## config.mk

```make
export PLATFORM = sky130hd
export DESIGN_NAME = alu_writeback_flat
export DESIGN_NICKNAME = d
export VERILOG_FILES = /design/src/rtl/ez8_pkg.sv /design/src/rtl/alu_writeback_if.sv /design/src/rtl/alu_writeback_ctx_shadow.sv /design/src/rtl/alu_writeback.sv /design/src/flat_wrapper.sv
export SDC_FILE = /design/constraint.sdc
export NUM_CORES = 1
export LEC_CHECK = 0
export ABC_AREA = 1
export CORE_UTILIZATION = 40
export CTS_CLUSTER_SIZE = 20
export DETAILED_ROUTE_END_ITERATION = 8
export PLACE_DENSITY_LB_ADDON = 0.2
export SLEW_MARGIN = 20
export SYNTH_ARGS = -nofsm -noshare
export SYNTH_HDL_FRONTEND = slang
export SYNTH_SLANG_ARGS = --single-unit
export TNS_END_PERCENT = 30
```

## constraint.sdc

```tcl
create_clock -name clk -period 1.4 [get_ports clk]
set_clock_uncertainty 0.1 [all_clocks]
set_input_delay 0.21 -clock clk [delete_from_list [all_inputs] [get_ports clk]]
set_output_delay 0.21 -clock clk [all_outputs]
set_load 0.1 [all_outputs]
```

## src/rtl/ez8_pkg.sv

```systemverilog
// Shared definitions for the ALU writeback slice: FSM encoding, accumulator
// reset default and the packed architectural context {accum, z, c}.
// Pure declarations; no timing or flow-control behaviour of its own.
package ez8_pkg;

  // Writeback FSM encoding (kept as plain constants for legacy tools)
  localparam logic [0:0] ST_IDLE    = 1'b0;
  localparam logic [0:0] ST_RF_WAIT = 1'b1;

  localparam logic [7:0] RESET_ACCUM_DEF = 8'h00;

  // 10-bit architectural context saved/restored around interrupts
  typedef struct packed {
    logic [7:0] accum;
    logic       z_flag;
    logic       c_flag;
  } ctx_t;

endpackage

```

## src/rtl/alu_writeback_if.sv

```systemverilog
// ALU-result / register-file / bypass bundle between ALU side and writeback.
// No latency of its own; pure wiring.
// Backpressure carried by in_ready (ALU side) and rf_ack (register-file side).
interface alu_writeback_if #(
  parameter int ADDR_W = 8
);

  logic              in_valid;
  logic              in_ready;
  logic [7:0]        result;
  logic              accum_write;
  logic              reg_write;
  logic              z_write;
  logic              c_write;
  logic              zout;
  logic              cout;
  logic [ADDR_W-1:0] reg_addr;
  logic [7:0]        accum;
  logic              z_flag;
  logic              c_flag;
  logic              rf_we;
  logic [ADDR_W-1:0] rf_waddr;
  logic [7:0]        rf_wdata;
  logic              rf_ack;
  logic              fwd_valid;
  logic [ADDR_W-1:0] fwd_addr;
  logic [7:0]        fwd_data;
  logic              ctx_save;
  logic              ctx_restore;

  // Environment side: ALU, register file and interrupt controller
  modport master (
    output in_valid, result, accum_write, reg_write, z_write, c_write,
           zout, cout, reg_addr, rf_ack, ctx_save, ctx_restore,
    input  in_ready, accum, z_flag, c_flag, rf_we, rf_waddr, rf_wdata,
           fwd_valid, fwd_addr, fwd_data
  );

  // Writeback block side
  modport slave (
    input  in_valid, result, accum_write, reg_write, z_write, c_write,
           zout, cout, reg_addr, rf_ack, ctx_save, ctx_restore,
    output in_ready, accum, z_flag, c_flag, rf_we, rf_waddr, rf_wdata,
           fwd_valid, fwd_addr, fwd_data
  );

endinterface

```

## src/rtl/alu_writeback_ctx_shadow.sv

```systemverilog
// Shadow copy of {accum, z_flag, c_flag} for interrupt entry/exit.
// Save lands one cycle after the i_save pulse; o_ctx is the register output.
// No backpressure; a save coinciding with a restore is discarded.
module ctx_shadow
  import ez8_pkg::*;
(
  input  logic clk,
  input  logic reset_n,
  input  logic i_save,
  input  logic i_restore,
  input  ctx_t i_ctx,
  output ctx_t o_ctx
);

  ctx_t r_shadow;

  // Capture the context on a save pulse unless a restore is also requested
  always_ff @(posedge clk or negedge reset_n) begin
    if (!reset_n) begin
      r_shadow <= '0;
    end else if (i_save && !i_restore) begin
      r_shadow <= i_ctx;
    end
  end

  assign o_ctx = r_shadow;

endmodule

```

## src/rtl/alu_writeback.sv

```systemverilog
// ALU writeback: updates accum/flags and issues one register-file write per reg_write.
// Accum/flags visible 1 cycle after handshake; rf_we asserted the cycle after handshake.
// in_ready drops while a register write is pending and returns in the rf_ack cycle.
module alu_writeback
  import ez8_pkg::*;
#(
  parameter int         ADDR_W      = 8,
  parameter logic [7:0] RESET_ACCUM = RESET_ACCUM_DEF
) (
  input logic           clk,
  input logic           reset_n,
  alu_writeback_if.slave bus
);

  logic [0:0]        r_state;
  logic [ADDR_W-1:0] r_waddr;
  logic [7:0]        r_wdata;
  ctx_t              r_ctx;

  logic              w_rf_busy;
  logic              w_in_ready;
  logic              w_hs;
  ctx_t              w_ctx_upd;
  ctx_t              w_ctx_shadow;
  ctx_t              w_ctx_next;

  assign w_rf_busy  = (r_state == ST_RF_WAIT);
  // Held low during reset; in RF_WAIT a new result is taken only in the ack cycle
  assign w_in_ready = reset_n && (!w_rf_busy || bus.rf_ack);
  assign w_hs       = bus.in_valid && w_in_ready;

  // Post-handshake context; a register write suppresses the accumulator update
  always_comb begin
    w_ctx_upd = r_ctx;
    if (w_hs) begin
      if (bus.accum_write && !bus.reg_write) w_ctx_upd.accum  = bus.result;
      if (bus.z_write)                       w_ctx_upd.z_flag = bus.zout;
      if (bus.c_write)                       w_ctx_upd.c_flag = bus.cout;
    end
  end

  // Restore overrides whatever the handshake would have written
  assign w_ctx_next = bus.ctx_restore ? w_ctx_shadow : w_ctx_upd;

  ctx_shadow u_ctx_shadow (
    .clk       (clk),
    .reset_n   (reset_n),
    .i_save    (bus.ctx_save),
    .i_restore (bus.ctx_restore),
    .i_ctx     (w_ctx_upd),
    .o_ctx     (w_ctx_shadow)
  );

  // Architectural accumulator and flags
  always_ff @(posedge clk or negedge reset_n) begin
    if (!reset_n) begin
      r_ctx.accum  <= RESET_ACCUM;
      r_ctx.z_flag <= 1'b0;
      r_ctx.c_flag <= 1'b0;
    end else begin
      r_ctx <= w_ctx_next;
    end
  end

  // Register-file write FSM; a new reg_write in the ack cycle chains without a bubble
  always_ff @(posedge clk or negedge reset_n) begin
    if (!reset_n) begin
      r_state <= ST_IDLE;
      r_waddr <= '0;
      r_wdata <= '0;
    end else if (w_hs && bus.reg_write) begin
      r_state <= ST_RF_WAIT;
      r_waddr <= bus.reg_addr;
      r_wdata <= bus.result;
    end else if (w_rf_busy && bus.rf_ack) begin
      r_state <= ST_IDLE;
    end
  end

  assign bus.in_ready  = w_in_ready;
  assign bus.accum     = r_ctx.accum;
  assign bus.z_flag    = r_ctx.z_flag;
  assign bus.c_flag    = r_ctx.c_flag;
  assign bus.rf_we     = w_rf_busy;
  assign bus.rf_waddr  = r_waddr;
  assign bus.rf_wdata  = r_wdata;
  assign bus.fwd_valid = w_rf_busy;
  assign bus.fwd_addr  = r_waddr;
  assign bus.fwd_data  = r_wdata;

endmodule

```

## src/flat_wrapper.sv

```systemverilog
// flat-port wrapper written by rule: the top's interface ports become plain ports
module alu_writeback_flat import ez8_pkg::*;
#(
  parameter int         ADDR_W      = 8,
  parameter logic [7:0] RESET_ACCUM = RESET_ACCUM_DEF
)
  (clk, reset_n, bus_in_valid, bus_result, bus_accum_write, bus_reg_write, bus_z_write, bus_c_write, bus_zout, bus_cout, bus_reg_addr, bus_rf_ack, bus_ctx_save, bus_ctx_restore, bus_in_ready, bus_accum, bus_z_flag, bus_c_flag, bus_rf_we, bus_rf_waddr, bus_rf_wdata, bus_fwd_valid, bus_fwd_addr, bus_fwd_data);
  alu_writeback_if #(.ADDR_W(ADDR_W)) bus_i ();
  input logic clk;
  input logic reset_n;
  input wire logic [$bits(bus_i.in_valid)-1:0] bus_in_valid;
  input wire logic [$bits(bus_i.result)-1:0] bus_result;
  input wire logic [$bits(bus_i.accum_write)-1:0] bus_accum_write;
  input wire logic [$bits(bus_i.reg_write)-1:0] bus_reg_write;
  input wire logic [$bits(bus_i.z_write)-1:0] bus_z_write;
  input wire logic [$bits(bus_i.c_write)-1:0] bus_c_write;
  input wire logic [$bits(bus_i.zout)-1:0] bus_zout;
  input wire logic [$bits(bus_i.cout)-1:0] bus_cout;
  input wire logic [$bits(bus_i.reg_addr)-1:0] bus_reg_addr;
  input wire logic [$bits(bus_i.rf_ack)-1:0] bus_rf_ack;
  input wire logic [$bits(bus_i.ctx_save)-1:0] bus_ctx_save;
  input wire logic [$bits(bus_i.ctx_restore)-1:0] bus_ctx_restore;
  output wire logic [$bits(bus_i.in_ready)-1:0] bus_in_ready;
  output wire logic [$bits(bus_i.accum)-1:0] bus_accum;
  output wire logic [$bits(bus_i.z_flag)-1:0] bus_z_flag;
  output wire logic [$bits(bus_i.c_flag)-1:0] bus_c_flag;
  output wire logic [$bits(bus_i.rf_we)-1:0] bus_rf_we;
  output wire logic [$bits(bus_i.rf_waddr)-1:0] bus_rf_waddr;
  output wire logic [$bits(bus_i.rf_wdata)-1:0] bus_rf_wdata;
  output wire logic [$bits(bus_i.fwd_valid)-1:0] bus_fwd_valid;
  output wire logic [$bits(bus_i.fwd_addr)-1:0] bus_fwd_addr;
  output wire logic [$bits(bus_i.fwd_data)-1:0] bus_fwd_data;
  assign bus_i.in_valid = bus_in_valid;
  assign bus_i.result = bus_result;
  assign bus_i.accum_write = bus_accum_write;
  assign bus_i.reg_write = bus_reg_write;
  assign bus_i.z_write = bus_z_write;
  assign bus_i.c_write = bus_c_write;
  assign bus_i.zout = bus_zout;
  assign bus_i.cout = bus_cout;
  assign bus_i.reg_addr = bus_reg_addr;
  assign bus_i.rf_ack = bus_rf_ack;
  assign bus_i.ctx_save = bus_ctx_save;
  assign bus_i.ctx_restore = bus_ctx_restore;
  assign bus_in_ready = bus_i.in_ready;
  assign bus_accum = bus_i.accum;
  assign bus_z_flag = bus_i.z_flag;
  assign bus_c_flag = bus_i.c_flag;
  assign bus_rf_we = bus_i.rf_we;
  assign bus_rf_waddr = bus_i.rf_waddr;
  assign bus_rf_wdata = bus_i.rf_wdata;
  assign bus_fwd_valid = bus_i.fwd_valid;
  assign bus_fwd_addr = bus_i.fwd_addr;
  assign bus_fwd_data = bus_i.fwd_data;
  alu_writeback #(.ADDR_W(ADDR_W), .RESET_ACCUM(RESET_ACCUM)) u_core (.clk(clk), .reset_n(reset_n), .bus(bus_i));
endmodule
```

==> summary.txt <==
Global routing
  – Overflow left after global routing: 0
  – Combined global-route utilization of all metal layers: 0.224
  – First-pass GRT wire length: 8570 um
  – Pin count of the biggest net entering global routing: 38
  – Vias in the first global route: 1,760
  – Number of antenna violations at the first check in global routing: 0

Run status
  – Result of the run: complete, but fails checks
  – Failing checks: setup timing

Placement
  – Detailed placer's ending HPWL: 3810 um
  – Final RePlAce weighted congestion: 0.780
  – Placed instance count: 354
  – Port bufs: 72

Min path
  – Type of the worst min-delay path: in -> reg
  – Worst Hold Endpoint: u_core.bus.fwd_data[1]
  – Hold Path Stages: 6
  – Critical hold path startpoint: reset_n

Cells and area
  – Util after Layout: 0.749
  – Final cell count without fillers: 366
  – Number of diodes: 0
  – Number of nets in the final layout: 341
  – Area growth, synth to finish: 76.9%
  – Fraction of layout cells with a size suffix above 1: 0.360

Floorplan
  – Die W: 70.3 um
  – Effective utilization at floorplan: 0.423
  – I/O Pins: 73
  – Site Rows: 24
  – Total die area: 0.00495 sq mm
  – Area inside the core boundary: 0.00441 sq mm
  – DIE HEIGHT: 70.3 um

Logic synthesis
  – Count of different cell masters after synthesis: 15
  – Most numerous cell types in the synthesized netlist: nand2_1, dfrtp_1, nand3_1
  – Sequential cell area fraction in the yosys report: 0.496
  – Most used standard cell by instance count after synthesis: nand2_1
  – Number of instances in the synthesized netlist: 243
  – Top area cells in the synthesized netlist: dfrtp_1, nand2_1, nand3_1
  – Area share of the largest cell type after synthesis: 0.496
  – Number of flops mapped to enable cells by yosys: 0
  – Synthesized net count: 271
  – Biggest area consumer among synthesized cells: dfrtp_1
  – Top flip-flop cell by instance count after synthesis: dfrtp_1
  – Post-synthesis instance area: 0.00187 sq mm
  – Register bit total from synthesis: 37
  – Share of flip-flops with an asynchronous set or reset: 1.00
  – Average footprint of a synthesized cell: 7.69 sq um
  – Number of warnings printed during yosys synthesis: 0

Worst setup path
  – Total buffers and inverters traversed by the critical path: 2
  – Most common cell type on the critical path: nand2_4
  – Source of the worst register-to-register timing path: u_core.bus.fwd_valid
  – Worst-path maximum fanout: 6
  – Family with the most delay on the worst path: simple AND/OR/NAND/NOR gates
  – WP data required: 1490 ps
  – Ordered cell list for the critical path: nand2_4 -> nand2_4 -> buf_6 -> nor2_8 -> clkbuf_16 -> nand2_4 -> nand3_2 -> nand2_2
  – Logic depth of the worst register-to-register path: 8
  – CP Class: reg -> reg
  – Data arrival at the endpoint of the critical path: 1590 ps
  – R2R Path End: u_core.bus.c_flag
  – Delay of the slowest cell on the worst path: 490 ps
  – Setup slack of the most critical reg-to-reg path: -100 ps
  – Crit path capture type: flip-flop
  – Cell with the largest stage delay on the worst path: dfrtp_4
  – Critical path launch point type: flip-flop

Timing
  – Actual slew at the worst max-slew pin: 473 ps
  – RSZ-0062 raised after global routing: true
  – Crit path time final: 1500 ps
  – Final hold violations: 0
  – Part of the cycle the worst path needs: 1.07
  – Final slew viol count: 0
  – Worst hold slack: 345 ps
  – Worst slew margin relative to its limit: 0.685
  – Final-report setup violation count: 39
  – Worst path setup slack after routing: -100 ps
  – Fmax achieved: 0.667 GHz

Detailed routing
  – Top sig layer: met4
  – Detailed Routing Iterations Pass 1: 4
  – Metal2 WL: 2860 um
  – Wire length on met3: 240 um
  – Count of antenna-violating nets left after detailed routing: 0
  – Vias per inst: 4.87
  – Number of DRC violations after detailed-routing iteration 0: 127
  – Via Count: 1,784
  – WL met1: 2060 um
  – Remaining design rule violation count: 0
  – Sum of routed wire length over all layers: 5240 um
  – Wire length per cell after detailed routing: 14.3 um

Clocking
  – CTS clock-pin slew for the worst setup and hold paths: 80 ps
  – Insertion delay of the later-clocked pin in the worst-skew pair: 300 ps
  – Maximum buffer depth of the clock tree: 2
  – Root buf cell: clkbuf_8
  – H-tree depth reported by CTS: 2
  – Number of buffers added by the clock tree synthesis step: 5
  – TritonCTS clock tree: built
  – # clock sinks: 37

Job
  – Max capacitance violation total: 0

Power and ir drop
  – Peak supply drop: 0.808 mV
  – Power density relative to cell area: 1690 mW/mm^2
  – Lkg Pwr: 1.68 nW
tightest hold or removal path, cell delays in order:
cell and delay [ps]:
buf_2 130, nand2_4 90, buf_6 110, nor2_8 50
nand3_1 60, nand2_1 50
timing repair:
action | 4_1_cts | 5_1_grt
gates cloned | 0 | 1
gates resized for setup | 1 | 18
setup buffers | 2 | 0
hold endpoints to repair | 37 | 0
pin swaps | 2 | 8
hold buffers | 1 | 0
setup endpoints to repair | 3 | 39
power by group:
part | internal [mW] | total [mW] | switching, mW
combinational | 1.11 | 3.22 | 2.11
clock | 0.445 | 0.831 | 0.386
sequential | 1.28 | 1.55 | 0.273
total | 2.83 | 5.60 | 2.77
metal layers:
metal | vias up | GRT usage
met5 | - | 0
met4 | 0 | 0.0867
met3 | 7 | 0.0462
met2 | 50 | 0.402
met1 | 856 | 0.258
li1 | 871 | -
through the flow:
stage / power (mW) / setup WS [ps] / setup TNS (ps) / area (sq um)
2_1_floorplan: 3.54 / -250 / -5570 / 1930
3_3_place_gp: 4.68 / -175 / -5060 / 3100
3_5_place_dp: 4.73 / -202 / -6010 / 3100
4_1_cts: 5.58 / -105 / -1830 / 3230
5_1_grt: 5.79 / -155 / -4570 / 3300
6_report: 5.60 / -100 / -2180 / 3300
registers in the layout (all words and copies together), names as in the netlist:
register and count:
u_core.bus.z_flag 1, u_core.bus.fwd_valid 1, u_core.bus.accum 8, u_core.bus.c_flag 1, u_core.u_ctx_shadow.o_ctx 10, u_core.bus.fwd_addr 8
u_core.bus.fwd_data 8
cells by family after synthesis:
group / after synthesis / share of synthesized area
compound gates: 2 / 0.00536
buf+inv: 34 / 0.116
flops: 37 / 0.496
simple gates: 170 / 0.383
how the worst max path moves through the flow:
stage                                         endpoint  cells past startpoint                   start  slack, ps
after global placement             u_core.bus.accum[5]                     10              bus_rf_ack       -170
after global routing               u_core.bus.accum[1]                      9    u_core.bus.fwd_valid       -150
after floorplan                        bus_rf_waddr[1]                      1  u_core.bus.fwd_addr[1]       -250
final                                u_core.bus.c_flag                      8    u_core.bus.fwd_valid       -100
after detailed placement  u_core.u_ctx_shadow.o_ctx[8]                     10              bus_rf_ack       -200
after CTS                                 bus_in_ready                      4    u_core.bus.fwd_valid       -100
layout by cell type, fill, tap and decap left out, drive strengths merged:
master	synthesis	routed
buf	23	61
dfrtp	37	37
dlygate4sd3	0	1
clkdlybuf4s50	0	26
nand2	138	138
nor2	3	3
inv	7	6
nand3	29	29
clkbuf	3	8
clkinv	1	2
a21oi	2	2
clkinvlp	0	1
cell type report:
cell class / count / area (sq um)
Timing Repair Buffer: 89 / 1340
Inverter: 8 / 33.8
Tap cell: 52 / 65.1
Clock inverter: 1 / 5.00
Multi-Input combinational cell: 172 / 818
Clock buffer: 7 / 96.3
Sequential cell: 37 / 943
Fill cell: 291 / 1110
Power figures use the tool's default switching activity.
